### src/rtl/msrv_32_pkg.sv
// Shared MSRV32 definitions: datapath widths, write-back selects and the stage-2 register record.
package msrv_32_pkg;

  localparam int XLEN      = 32;
  localparam int INSTRET_W = 64;

  localparam logic [2:0] WB_ALU     = 3'b000;
  localparam logic [2:0] WB_LU      = 3'b001;
  localparam logic [2:0] WB_IMM     = 3'b010;
  localparam logic [2:0] WB_IADDER  = 3'b011;
  localparam logic [2:0] WB_CSR     = 3'b100;
  localparam logic [2:0] WB_PC_PLUS = 3'b101;

  typedef struct packed {
    logic            valid;
    logic [4:0]      rd_addr;
    logic [11:0]     csr_addr;
    logic [XLEN-1:0] rs1;
    logic [XLEN-1:0] rs2;
    logic [XLEN-1:0] pc;
    logic [XLEN-1:0] pc_plus_4;
    logic [XLEN-1:0] iadder;
    logic [XLEN-1:0] imm;
    logic [2:0]      wb_mux_sel;
    logic [3:0]      alu_opcode;
    logic            alu_src;
    logic [1:0]      load_size;
    logic            load_unsigned;
    logic [2:0]      csr_op;
    logic            rf_wr_en;
    logic            csr_wr_en;
  } s2_t;

endpackage

### src/rtl/msrv_32_reg_block_2_if.sv
// Stage-1 to stage-2 bus: captured fields in, registered fields plus retire status out.
interface msrv_32_reg_block_2_if;
  import msrv_32_pkg::*;

  logic                 stall_in;
  logic                 flush_in;
  logic                 valid_in;
  logic [4:0]           rd_addr_in;
  logic [11:0]          csr_addr_in;
  logic [XLEN-1:0]      rs1_in;
  logic [XLEN-1:0]      rs2_in;
  logic [XLEN-1:0]      pc_in;
  logic [XLEN-1:0]      pc_plus_4_in;
  logic [XLEN-1:0]      iadder_in;
  logic [XLEN-1:0]      imm_in;
  logic [2:0]           wb_mux_sel_in;
  logic [3:0]           alu_opcode_in;
  logic                 alu_src_in;
  logic [1:0]           load_size_in;
  logic                 load_unsigned_in;
  logic [2:0]           csr_op_in;
  logic                 rf_wr_en_in;
  logic                 csr_wr_en_in;

  logic                 valid_reg_out;
  logic [4:0]           rd_addr_reg_out;
  logic [11:0]          csr_addr_reg_out;
  logic [XLEN-1:0]      rs1_reg_out;
  logic [XLEN-1:0]      rs2_reg_out;
  logic [XLEN-1:0]      pc_reg_out;
  logic [XLEN-1:0]      pc_plus_4_reg_out;
  logic [XLEN-1:0]      iadder_reg_out;
  logic [XLEN-1:0]      imm_reg_out;
  logic [2:0]           wb_mux_sel_reg_out;
  logic [3:0]           alu_opcode_reg_out;
  logic                 alu_src_reg_out;
  logic [1:0]           load_size_reg_out;
  logic                 load_unsigned_reg_out;
  logic [2:0]           csr_op_reg_out;
  logic                 rf_wr_en_reg_out;
  logic                 csr_wr_en_reg_out;
  logic [INSTRET_W-1:0] instret_out;
  logic                 retire_pulse_out;

  modport master (
    output stall_in, flush_in, valid_in, rd_addr_in, csr_addr_in, rs1_in, rs2_in,
           pc_in, pc_plus_4_in, iadder_in, imm_in, wb_mux_sel_in, alu_opcode_in,
           alu_src_in, load_size_in, load_unsigned_in, csr_op_in, rf_wr_en_in,
           csr_wr_en_in,
    input  valid_reg_out, rd_addr_reg_out, csr_addr_reg_out, rs1_reg_out, rs2_reg_out,
           pc_reg_out, pc_plus_4_reg_out, iadder_reg_out, imm_reg_out,
           wb_mux_sel_reg_out, alu_opcode_reg_out, alu_src_reg_out, load_size_reg_out,
           load_unsigned_reg_out, csr_op_reg_out, rf_wr_en_reg_out, csr_wr_en_reg_out,
           instret_out, retire_pulse_out
  );

  modport slave (
    input  stall_in, flush_in, valid_in, rd_addr_in, csr_addr_in, rs1_in, rs2_in,
           pc_in, pc_plus_4_in, iadder_in, imm_in, wb_mux_sel_in, alu_opcode_in,
           alu_src_in, load_size_in, load_unsigned_in, csr_op_in, rf_wr_en_in,
           csr_wr_en_in,
    output valid_reg_out, rd_addr_reg_out, csr_addr_reg_out, rs1_reg_out, rs2_reg_out,
           pc_reg_out, pc_plus_4_reg_out, iadder_reg_out, imm_reg_out,
           wb_mux_sel_reg_out, alu_opcode_reg_out, alu_src_reg_out, load_size_reg_out,
           load_unsigned_reg_out, csr_op_reg_out, rf_wr_en_reg_out, csr_wr_en_reg_out,
           instret_out, retire_pulse_out
  );

endinterface

### src/rtl/msrv_32_instret_counter.sv
// Free-running 64-bit retired-instruction counter; increments on enable, wraps to zero.
module msrv_32_instret_counter
  import msrv_32_pkg::*;
(
  input  logic                 clk_in,
  input  logic                 rst_in,
  input  logic                 en_in,
  output logic [INSTRET_W-1:0] count_out
);

  logic [INSTRET_W-1:0] count_q;
  logic [INSTRET_W-1:0] count_d;

  always_comb begin
    count_d = count_q;
    if (en_in) count_d = count_q + 1'b1;
  end

  always_ff @(posedge clk_in or posedge rst_in) begin
    if (rst_in) count_q <= '0;
    else        count_q <= count_d;
  end

  assign count_out = count_q;

endmodule

### src/rtl/msrv_32_reg_block_2.sv
// Stage-1/stage-2 pipeline register: holds on stall, loads a bubble on flush (flush wins),
// blocks x0 writes, and counts retirements for minstret.
module msrv_32_reg_block_2
  import msrv_32_pkg::*;
#(
  parameter logic [XLEN-1:0] RESET_PC = 32'h0000_0000
)(
  input  logic                   ms_riscv32_mp_clk_in,
  input  logic                   ms_riscv32_mp_rst_in,
  msrv_32_reg_block_2_if.slave   bus
);

  s2_t  s2_q;
  s2_t  s2_d;
  s2_t  s2_in;
  logic retire;

  always_comb begin
    s2_in               = '0;
    s2_in.valid         = bus.valid_in;
    s2_in.rd_addr       = bus.rd_addr_in;
    s2_in.csr_addr      = bus.csr_addr_in;
    s2_in.rs1           = bus.rs1_in;
    s2_in.rs2           = bus.rs2_in;
    s2_in.pc            = bus.pc_in;
    s2_in.pc_plus_4     = bus.pc_plus_4_in;
    s2_in.iadder        = bus.iadder_in;
    s2_in.imm           = bus.imm_in;
    s2_in.wb_mux_sel    = bus.wb_mux_sel_in;
    s2_in.alu_opcode    = bus.alu_opcode_in;
    s2_in.alu_src       = bus.alu_src_in;
    s2_in.load_size     = bus.load_size_in;
    s2_in.load_unsigned = bus.load_unsigned_in;
    s2_in.csr_op        = bus.csr_op_in;
    // Writes to x0 are dropped here so stage 2 never has to check rd.
    s2_in.rf_wr_en      = bus.rf_wr_en_in & bus.valid_in & (bus.rd_addr_in != 5'd0);
    s2_in.csr_wr_en     = bus.csr_wr_en_in & bus.valid_in;
  end

  always_comb begin
    s2_d = s2_q;
    if (bus.flush_in) begin
      s2_d            = s2_in;
      s2_d.valid      = 1'b0;
      s2_d.rf_wr_en   = 1'b0;
      s2_d.csr_wr_en  = 1'b0;
      s2_d.wb_mux_sel = WB_ALU;
    end else if (!bus.stall_in) begin
      s2_d = s2_in;
    end
  end

  always_ff @(posedge ms_riscv32_mp_clk_in or posedge ms_riscv32_mp_rst_in) begin
    if (ms_riscv32_mp_rst_in) begin
      s2_q    <= '0;
      s2_q.pc <= RESET_PC;
    end else begin
      s2_q    <= s2_d;
    end
  end

  // The flush bubble does not stop the instruction already in stage 2 from retiring.
  assign retire = s2_q.valid & ~bus.stall_in;

  msrv_32_instret_counter u_instret (
    .clk_in    (ms_riscv32_mp_clk_in),
    .rst_in    (ms_riscv32_mp_rst_in),
    .en_in     (retire),
    .count_out (bus.instret_out)
  );

  assign bus.retire_pulse_out      = retire;
  assign bus.valid_reg_out         = s2_q.valid;
  assign bus.rd_addr_reg_out       = s2_q.rd_addr;
  assign bus.csr_addr_reg_out      = s2_q.csr_addr;
  assign bus.rs1_reg_out           = s2_q.rs1;
  assign bus.rs2_reg_out           = s2_q.rs2;
  assign bus.pc_reg_out            = s2_q.pc;
  assign bus.pc_plus_4_reg_out     = s2_q.pc_plus_4;
  assign bus.iadder_reg_out        = s2_q.iadder;
  assign bus.imm_reg_out           = s2_q.imm;
  assign bus.wb_mux_sel_reg_out    = s2_q.wb_mux_sel;
  assign bus.alu_opcode_reg_out    = s2_q.alu_opcode;
  assign bus.alu_src_reg_out       = s2_q.alu_src;
  assign bus.load_size_reg_out     = s2_q.load_size;
  assign bus.load_unsigned_reg_out = s2_q.load_unsigned;
  assign bus.csr_op_reg_out        = s2_q.csr_op;
  assign bus.rf_wr_en_reg_out      = s2_q.rf_wr_en;
  assign bus.csr_wr_en_reg_out     = s2_q.csr_wr_en;

endmodule
### src/flat_wrapper.sv
// flat-port wrapper written by rule: the top's interface ports become plain ports
module msrv_32_reg_block_2_flat import msrv_32_pkg::*;
#(
  parameter logic [XLEN-1:0] RESET_PC = 32'h0000_0000
)
  (ms_riscv32_mp_clk_in, ms_riscv32_mp_rst_in, bus_stall_in, bus_flush_in, bus_valid_in, bus_rd_addr_in, bus_csr_addr_in, bus_rs1_in, bus_rs2_in, bus_pc_in, bus_pc_plus_4_in, bus_iadder_in, bus_imm_in, bus_wb_mux_sel_in, bus_alu_opcode_in, bus_alu_src_in, bus_load_size_in, bus_load_unsigned_in, bus_csr_op_in, bus_rf_wr_en_in, bus_csr_wr_en_in, bus_valid_reg_out, bus_rd_addr_reg_out, bus_csr_addr_reg_out, bus_rs1_reg_out, bus_rs2_reg_out, bus_pc_reg_out, bus_pc_plus_4_reg_out, bus_iadder_reg_out, bus_imm_reg_out, bus_wb_mux_sel_reg_out, bus_alu_opcode_reg_out, bus_alu_src_reg_out, bus_load_size_reg_out, bus_load_unsigned_reg_out, bus_csr_op_reg_out, bus_rf_wr_en_reg_out, bus_csr_wr_en_reg_out, bus_instret_out, bus_retire_pulse_out);
  msrv_32_reg_block_2_if bus_i ();
  input  logic ms_riscv32_mp_clk_in;
  input  logic ms_riscv32_mp_rst_in;
  input wire logic [$bits(bus_i.stall_in)-1:0] bus_stall_in;
  input wire logic [$bits(bus_i.flush_in)-1:0] bus_flush_in;
  input wire logic [$bits(bus_i.valid_in)-1:0] bus_valid_in;
  input wire logic [$bits(bus_i.rd_addr_in)-1:0] bus_rd_addr_in;
  input wire logic [$bits(bus_i.csr_addr_in)-1:0] bus_csr_addr_in;
  input wire logic [$bits(bus_i.rs1_in)-1:0] bus_rs1_in;
  input wire logic [$bits(bus_i.rs2_in)-1:0] bus_rs2_in;
  input wire logic [$bits(bus_i.pc_in)-1:0] bus_pc_in;
  input wire logic [$bits(bus_i.pc_plus_4_in)-1:0] bus_pc_plus_4_in;
  input wire logic [$bits(bus_i.iadder_in)-1:0] bus_iadder_in;
  input wire logic [$bits(bus_i.imm_in)-1:0] bus_imm_in;
  input wire logic [$bits(bus_i.wb_mux_sel_in)-1:0] bus_wb_mux_sel_in;
  input wire logic [$bits(bus_i.alu_opcode_in)-1:0] bus_alu_opcode_in;
  input wire logic [$bits(bus_i.alu_src_in)-1:0] bus_alu_src_in;
  input wire logic [$bits(bus_i.load_size_in)-1:0] bus_load_size_in;
  input wire logic [$bits(bus_i.load_unsigned_in)-1:0] bus_load_unsigned_in;
  input wire logic [$bits(bus_i.csr_op_in)-1:0] bus_csr_op_in;
  input wire logic [$bits(bus_i.rf_wr_en_in)-1:0] bus_rf_wr_en_in;
  input wire logic [$bits(bus_i.csr_wr_en_in)-1:0] bus_csr_wr_en_in;
  output wire logic [$bits(bus_i.valid_reg_out)-1:0] bus_valid_reg_out;
  output wire logic [$bits(bus_i.rd_addr_reg_out)-1:0] bus_rd_addr_reg_out;
  output wire logic [$bits(bus_i.csr_addr_reg_out)-1:0] bus_csr_addr_reg_out;
  output wire logic [$bits(bus_i.rs1_reg_out)-1:0] bus_rs1_reg_out;
  output wire logic [$bits(bus_i.rs2_reg_out)-1:0] bus_rs2_reg_out;
  output wire logic [$bits(bus_i.pc_reg_out)-1:0] bus_pc_reg_out;
  output wire logic [$bits(bus_i.pc_plus_4_reg_out)-1:0] bus_pc_plus_4_reg_out;
  output wire logic [$bits(bus_i.iadder_reg_out)-1:0] bus_iadder_reg_out;
  output wire logic [$bits(bus_i.imm_reg_out)-1:0] bus_imm_reg_out;
  output wire logic [$bits(bus_i.wb_mux_sel_reg_out)-1:0] bus_wb_mux_sel_reg_out;
  output wire logic [$bits(bus_i.alu_opcode_reg_out)-1:0] bus_alu_opcode_reg_out;
  output wire logic [$bits(bus_i.alu_src_reg_out)-1:0] bus_alu_src_reg_out;
  output wire logic [$bits(bus_i.load_size_reg_out)-1:0] bus_load_size_reg_out;
  output wire logic [$bits(bus_i.load_unsigned_reg_out)-1:0] bus_load_unsigned_reg_out;
  output wire logic [$bits(bus_i.csr_op_reg_out)-1:0] bus_csr_op_reg_out;
  output wire logic [$bits(bus_i.rf_wr_en_reg_out)-1:0] bus_rf_wr_en_reg_out;
  output wire logic [$bits(bus_i.csr_wr_en_reg_out)-1:0] bus_csr_wr_en_reg_out;
  output wire logic [$bits(bus_i.instret_out)-1:0] bus_instret_out;
  output wire logic [$bits(bus_i.retire_pulse_out)-1:0] bus_retire_pulse_out;
  assign bus_i.stall_in = bus_stall_in;
  assign bus_i.flush_in = bus_flush_in;
  assign bus_i.valid_in = bus_valid_in;
  assign bus_i.rd_addr_in = bus_rd_addr_in;
  assign bus_i.csr_addr_in = bus_csr_addr_in;
  assign bus_i.rs1_in = bus_rs1_in;
  assign bus_i.rs2_in = bus_rs2_in;
  assign bus_i.pc_in = bus_pc_in;
  assign bus_i.pc_plus_4_in = bus_pc_plus_4_in;
  assign bus_i.iadder_in = bus_iadder_in;
  assign bus_i.imm_in = bus_imm_in;
  assign bus_i.wb_mux_sel_in = bus_wb_mux_sel_in;
  assign bus_i.alu_opcode_in = bus_alu_opcode_in;
  assign bus_i.alu_src_in = bus_alu_src_in;
  assign bus_i.load_size_in = bus_load_size_in;
  assign bus_i.load_unsigned_in = bus_load_unsigned_in;
  assign bus_i.csr_op_in = bus_csr_op_in;
  assign bus_i.rf_wr_en_in = bus_rf_wr_en_in;
  assign bus_i.csr_wr_en_in = bus_csr_wr_en_in;
  assign bus_valid_reg_out = bus_i.valid_reg_out;
  assign bus_rd_addr_reg_out = bus_i.rd_addr_reg_out;
  assign bus_csr_addr_reg_out = bus_i.csr_addr_reg_out;
  assign bus_rs1_reg_out = bus_i.rs1_reg_out;
  assign bus_rs2_reg_out = bus_i.rs2_reg_out;
  assign bus_pc_reg_out = bus_i.pc_reg_out;
  assign bus_pc_plus_4_reg_out = bus_i.pc_plus_4_reg_out;
  assign bus_iadder_reg_out = bus_i.iadder_reg_out;
  assign bus_imm_reg_out = bus_i.imm_reg_out;
  assign bus_wb_mux_sel_reg_out = bus_i.wb_mux_sel_reg_out;
  assign bus_alu_opcode_reg_out = bus_i.alu_opcode_reg_out;
  assign bus_alu_src_reg_out = bus_i.alu_src_reg_out;
  assign bus_load_size_reg_out = bus_i.load_size_reg_out;
  assign bus_load_unsigned_reg_out = bus_i.load_unsigned_reg_out;
  assign bus_csr_op_reg_out = bus_i.csr_op_reg_out;
  assign bus_rf_wr_en_reg_out = bus_i.rf_wr_en_reg_out;
  assign bus_csr_wr_en_reg_out = bus_i.csr_wr_en_reg_out;
  assign bus_instret_out = bus_i.instret_out;
  assign bus_retire_pulse_out = bus_i.retire_pulse_out;
  msrv_32_reg_block_2 #(.RESET_PC(RESET_PC)) u_core (.ms_riscv32_mp_clk_in(ms_riscv32_mp_clk_in), .ms_riscv32_mp_rst_in(ms_riscv32_mp_rst_in), .bus(bus_i));
endmodule
### config.mk
export PLATFORM = sky130hd
export DESIGN_NAME = msrv_32_reg_block_2_flat
export DESIGN_NICKNAME = d
export VERILOG_FILES = /design/src/rtl/msrv_32_pkg.sv /design/src/rtl/msrv_32_reg_block_2_if.sv /design/src/rtl/msrv_32_instret_counter.sv /design/src/rtl/msrv_32_reg_block_2.sv /design/src/flat_wrapper.sv
export SDC_FILE = /design/constraint.sdc
export NUM_CORES = 1
export LEC_CHECK = 0
export BUFFER_PORTS_ARGS = -buffer_cell sky130_fd_sc_hd__buf_2
export CAP_MARGIN = 20
export CORE_AREA = 2 2 205 207
export DETAILED_ROUTE_END_ITERATION = 10
export DIE_AREA = 0 0 207 209
export GPL_TIMING_DRIVEN = 0
export PLACE_DENSITY = 0.55
export REMOVE_ABC_BUFFERS = 1
export SYNTH_ARGS = -nofsm -noshare
export SYNTH_HDL_FRONTEND = slang
export SYNTH_HIERARCHICAL = 1
export SYNTH_SLANG_ARGS = --single-unit
### constraint.sdc
create_clock -name ms_riscv32_mp_clk_in -period 6.4 [get_ports ms_riscv32_mp_clk_in]
set_input_delay 0.32 -clock ms_riscv32_mp_clk_in [delete_from_list [all_inputs] [get_ports ms_riscv32_mp_clk_in]]
set_output_delay 0.32 -clock ms_riscv32_mp_clk_in [all_outputs]
set_load 0.02 [all_outputs]
* Word-level counts from Yosys, hierarchy flattened
Cells that the tools add are included.
** Operators by class
- Add/sub/neg operators :: 1
- Reductions and logical operators :: 1
- Eq/ne operators :: 1
- Muxes and demuxes :: 2
- Bitwise gates (word level) :: 5
** Operator list (count)
- two-way mux 226 bit :: 2
- adder 64 x 1 -> 64 bit (second input constant) :: 1
- nonzero test 5 bit :: 1
- AND 1 bit :: 4
- inequality test 2 x 1 -> 1 bit (second input constant) :: 1
- inverter 1 bit :: 1
** Word-level totals
- Word-level logic and storage cells :: 28
- Bits of input ports :: 230
- Flip-flop bits (word level) :: 290

* Depth between registers and ports, before layout
- Depth after elaboration :: 4
- Depth in mapped cells :: 8
- Mapped depth without buffers :: 6

* Modules after synthesis
The synthesis kept the hierarchy.
** By module, submodules not included
- msrv_32_reg_block_2 :: cells each 490, times used 1, area an instance 9475.3 um2, seq. area each 5655.4 um2
- msrv_32_instret_counter :: cells each 273, times used 1, area an instance 3079.2 um2, seq. area each 1601.5 um2

* Least setup slack after synthesis
No wires, ideal clock.
- Path kind :: flip-flop to flip-flop
- Start :: register u_core.s2_q (netlist bit u_core/bus.valid_reg_out)
- End :: register u_core.u_instret.count_q[35], in the netlist u_core/u_instret/count_out[35]
- Path slack :: 3.901 ns
- Arrival :: 2.369 ns
- Data required time :: 6.270 ns
- Stages on the path, launching flop included :: 8
- Cells stage by stage :: dfrtp_1 > nor2b_1 > nand4_2 > nor4_4 > and3_1 > buf_2 > nand4_1 > xnor2_1
** On the way
- Cells in the longest elaborated chain, start to end :: 1
** Ends and longest elaborated chain
- start: declaration :: RTL line msrv_32_reg_block_2.sv:13 : s2_t s2_q;
- AND 1 bit :: RTL line msrv_32_reg_block_2.sv:63 : assign retire = s2_q.valid & ~bus.stall_in;
- via bus_retire_pulse_out :: RTL line flat_wrapper.sv:47 : output wire logic [$bits(bus_i.retire_pulse_out)-1:0] bus_retire_pulse_out;
- end signal: assignment :: RTL line msrv_32_instret_counter.sv:21 : else count_q <= count_d;
- end: declaration :: RTL line msrv_32_instret_counter.sv:11 : logic [INSTRET_W-1:0] count_q;
The timed path passes the listed nets, and every way through them passes these cells.
A chain may end at the register's enable or synchronous reset.

* Worst setup path in the final report
- Start :: register u_core.s2_q (netlist bit u_core/bus.valid_reg_out)
- End :: register u_core.u_instret.count_q[51], in the netlist u_core/u_instret/count_out[51]
** On the way
- Cells in the longest elaborated chain, start to end :: 1
** Ends and longest elaborated chain (RTL line)
- AND 1 bit :: msrv_32_reg_block_2.sv:63
Every way passes these cells.

==> key figures <==
Outcome
  • Status: completed

Power
  • PwrDens: 254.3 nW/µm²
  • Leakage: 0.009683 µW
  • Tot Pwr: 4777 µW
  • Peak VDD IR: 183.3 µV

Min path
  • WHS Path Cells: 3
  • HP Start: bus_wb_mux_sel_in[0]
  • Worst Hold End: u_core/bus.wb_mux_sel_reg_out[0]
  • Hold crit path type: in -> reg

Synth
  • Synth cell types: 39
  • Post-synthesis async set-or-reset flop share: 1.000
  • Main synth FF type: dfrtp_1
  • Synth Instances: 763
  • Number of synthesized register bits: 290
  • Post-Synthesis Cell Area: 12,550 µm²
  • Ys Warns: 6
  • Sequential fraction of the synthesis area: 0.5780
  • Synth Area per Inst: 16.45 µm²
  • EDFF count, synth: 0

Placement
  • Port buffer count: 520
  • Gpl congestion: 0.7979
  • DPL Wire Length: 25.13 mm
  • Placed insts: 1,802

Critical path
  • CP startpoint kind: flip-flop
  • CP dominant cell by count: nand4_2
  • CP Cell Sequence: nor2b_1 > nand4_2 > nor4_4 > nand4_2 > nor3_2 > xor2_1
  • Crit-path slowest cell: nor4_4
  • CP Class: reg -> reg
  • CP arrival: 2.96 ns
  • Critical path's top delay family: simple AND/OR/NAND/NOR gates
  • Worst EP required: 6.84 ns
  • Crit path largest cell delay: 0.58 ns
  • Critical R2R Launch: u_core/bus.valid_reg_out
  • Worst r2r path cells: 6
  • R2R Setup Slk: 3.89 ns
  • CP Max Fanout: 7
  • WP buf/inv: 0
  • Reg-to-reg endpoint: u_core/u_instret/count_out[51]
  • Worst setup EP type: flip-flop

CTS
  • Hold_buf cts: 214
  • CTS root buffer: clkbuf_16
  • Worst-Skew Late Latency: 0.53 ns
  • Post-CTS Resized: 0
  • Cts bufs inserted: 35
  • CTS sink cnt: 290
  • Setup Buffers After CTS: 0
  • Clk buf depth: 3
  • CTS tree: yes
  • Worst-path clk slew: 0.06 ns
  • H-Tree Depth: 2

Timing
  • Slew @ Worst Pin: 0.8845 ns
  • Period Utilization, post-route: 0.3927
  • Final Critical Period: 2.513 ns
  • Max Transition Viols Final: 0
  • Max_slew headroom: 0.4104
  • Hold Worst Slack: 0.03531 ns
  • Fmax achieved: 0.3979 GHz
  • Final Hold Viols: 0
  • Clock skew: 0.008851 ns
  • Setup violators final: 0
  • RSZ-0062 raised after global routing: no

Global route
  • Largest net degree at the start of global routing: 119
  • Gr ovfl total: 0
  • Vias in the first global route: 9,880
  • Antenna violations before repair: 1
  • GRT Resource Usage Total: 0.1625
  • First-pass GRT wire length: 56.18 mm

Floorplan
  • IO Count: 521
  • Die ar.: 43,260 µm²
  • Initial Util: 0.3041
  • Die H: 209 µm
  • Chip width: 207 µm
  • Core area: 41,290 µm²
  • Row Count: 75

Final layout
  • Number of fill cells: 3,750
  • N_diodes: 0
  • Area grow syn2layout: 49.62%
  • Sequential Area: 7257 µm²
  • Multi-input gate area: 4788 µm²
  • Layout Nets: 1,745
  • Share of layout cells above drive strength 1: 0.5355
  • Non-Filler Instances: 2,074

Detailed routing
  • Residual DRC: 0
  • Via count: 8,998
  • Final ANT Viol Nets: 0
  • Drt wl/cell: 17.38 µm
  • DRT iter0 DRCs: 334
  • Routed WL: 36.04 mm
  • Pre-antenna DRT Iters: 4
  • Post-DR vias/cell: 4.338

Job
  • Max cap viols: 0
==> cell usage after synthesis (2+ instances only) <==
master / number / area [µm²]
nor3_1: 11 / 55.05
inv_1: 9 / 33.78
nand2_1: 28 / 105.1
a21oi_1: 2 / 10.01
nor4_4: 4 / 85.08
and2_1: 2 / 12.51
xnor2_1: 40 / 350.3
nand4_2: 3 / 37.54
and4_1: 4 / 35.03
nor4_2: 3 / 37.54
buf_12: 22 / 440.4
and3_1: 5 / 31.28
mux2_2: 21 / 236.5
nand3_1: 28 / 140.1
dfrtp_1: 290 / 7257
nor3_2: 3 / 30.03
nor4_1: 2 / 12.51
nand4_1: 17 / 106.4
nand3_4: 3 / 52.55
nor2_1: 22 / 82.58
mux2_4: 200 / 3003
buf_4: 2 / 15.01
xor2_1: 23 / 201.4
mux2i_1: 4 / 40.04
==> worst reg2reg max path, cell delays in order, from the launching register on <==
cell,delay (ns)
dfrtp_1,0.37
nor2b_1,0.43
nand4_2,0.29
nor4_4,0.58
nand4_2,0.34
nor3_2,0.27
xor2_1,0.15
==> per-stage QoR <==
stage                     instance area [µm²]  worst slack, ns  TNS [ns]    util
after floorplan                         12080          -0.1112    -25.13       -
after global placement                  15360           -3.100   -696.22  0.3719
after detailed placement                15540            3.577         0  0.3764
after CTS                               18780            3.872         0  0.4549
after global routing                    18780            3.697         0  0.4549
final                                   18780            3.887         0  0.4549
==> layout by cell type (no fill, tap or decap), types with 2 or more instances in the layout <==
master         instances
buf_2                520
dfrtp_1              290
dlygate4sd3_1        214
mux2_4               200
xnor2_1               40
clkbuf_16             36
nand2_1               28
nand3_1               28
xor2_1                23
nor2_1                22
mux2_2                21
nand4_1               17
nor3_1                11
clkbuf_8               9
inv_1                  7
clkbuf_1               6
buf_16                 5
and3_1                 5
clkinv_2               4
mux2i_1                4
and4_1                 4
nor4_4                 4
nor3_2                 3
nand4_2                3
nand3_4                3
nor4_2                 3
a21oi_1                2
buf_12                 2
nor4_1                 2
and2_1                 2
==> worst max path at each step <==
stage / start / to / slack [ns] / depth (start not counted)
6_report: u_core/bus.valid_reg_out / u_core/u_instret/count_out[51] / 3.89 / 6
5_1_grt: u_core/bus.valid_reg_out / u_core/u_instret/count_out[35] / 3.70 / 6
4_1_cts: u_core/bus.valid_reg_out / u_core/u_instret/count_out[51] / 3.87 / 6
3_5_place_dp: bus_flush_in / u_core/bus.rs1_reg_out[7] / 3.58 / 7
3_3_place_gp: ms_riscv32_mp_rst_in / u_core/bus.imm_reg_out[7] / -3.10 / 2
2_1_floorplan: ms_riscv32_mp_rst_in / u_core/bus.alu_opcode_reg_out[0] / -0.11 / 1
==> registers in the layout (all words and copies together) (netlist names), 12 cells and up <==
name,cells
u_core/bus.pc_reg_out,32
u_core/u_instret/count_out,64
u_core/bus.iadder_reg_out,32
u_core/bus.csr_addr_reg_out,12
u_core/bus.rs2_reg_out,32
u_core/bus.pc_plus_4_reg_out,32
u_core/bus.imm_reg_out,32
u_core/bus.rs1_reg_out,32
==> layer usage <==
layer,wire length [µm],global-route usage
met5,11,0
met3,2463,0.05320
met4,1049,0.05394
met2,18210,0.2821
met1,14310,0.1889
==> cells by family (layout without fill, tap and decap cells) <==
kind of cell / count (synthesis) / in the layout / share of synthesized area
buffers and inverters: 36 / 808 / 0.04056
and+or+nand+nor: 145 / 145 / 0.07405
muxes: 225 / 225 / 0.2612
adders and majority gates: 1 / 1 / 0.0009965
AOI/OAI and AO/OA: 3 / 3 / 0.001196
DFF: 290 / 290 / 0.5780
xor gates and xnor gates: 63 / 63 / 0.04395
==> cell type report <==
cell class,instances,share of cell area
clock inverter,7,0.002864
timing repair buffer,741,0.2620
multi-input combinational,437,0.2549
clock buffer,51,0.05575
inverter,9,0.002198
sequential,290,0.3863
tap,539,0.03590
==> report_power, final <==
group	internal, µW	switching, µW	total, µW
Clock	1130	769	1900
Sequential	1970	86.5	2050
Combinational	418	405	824
Total	3520	1260	4780
(Power assumes the default switching activity.)
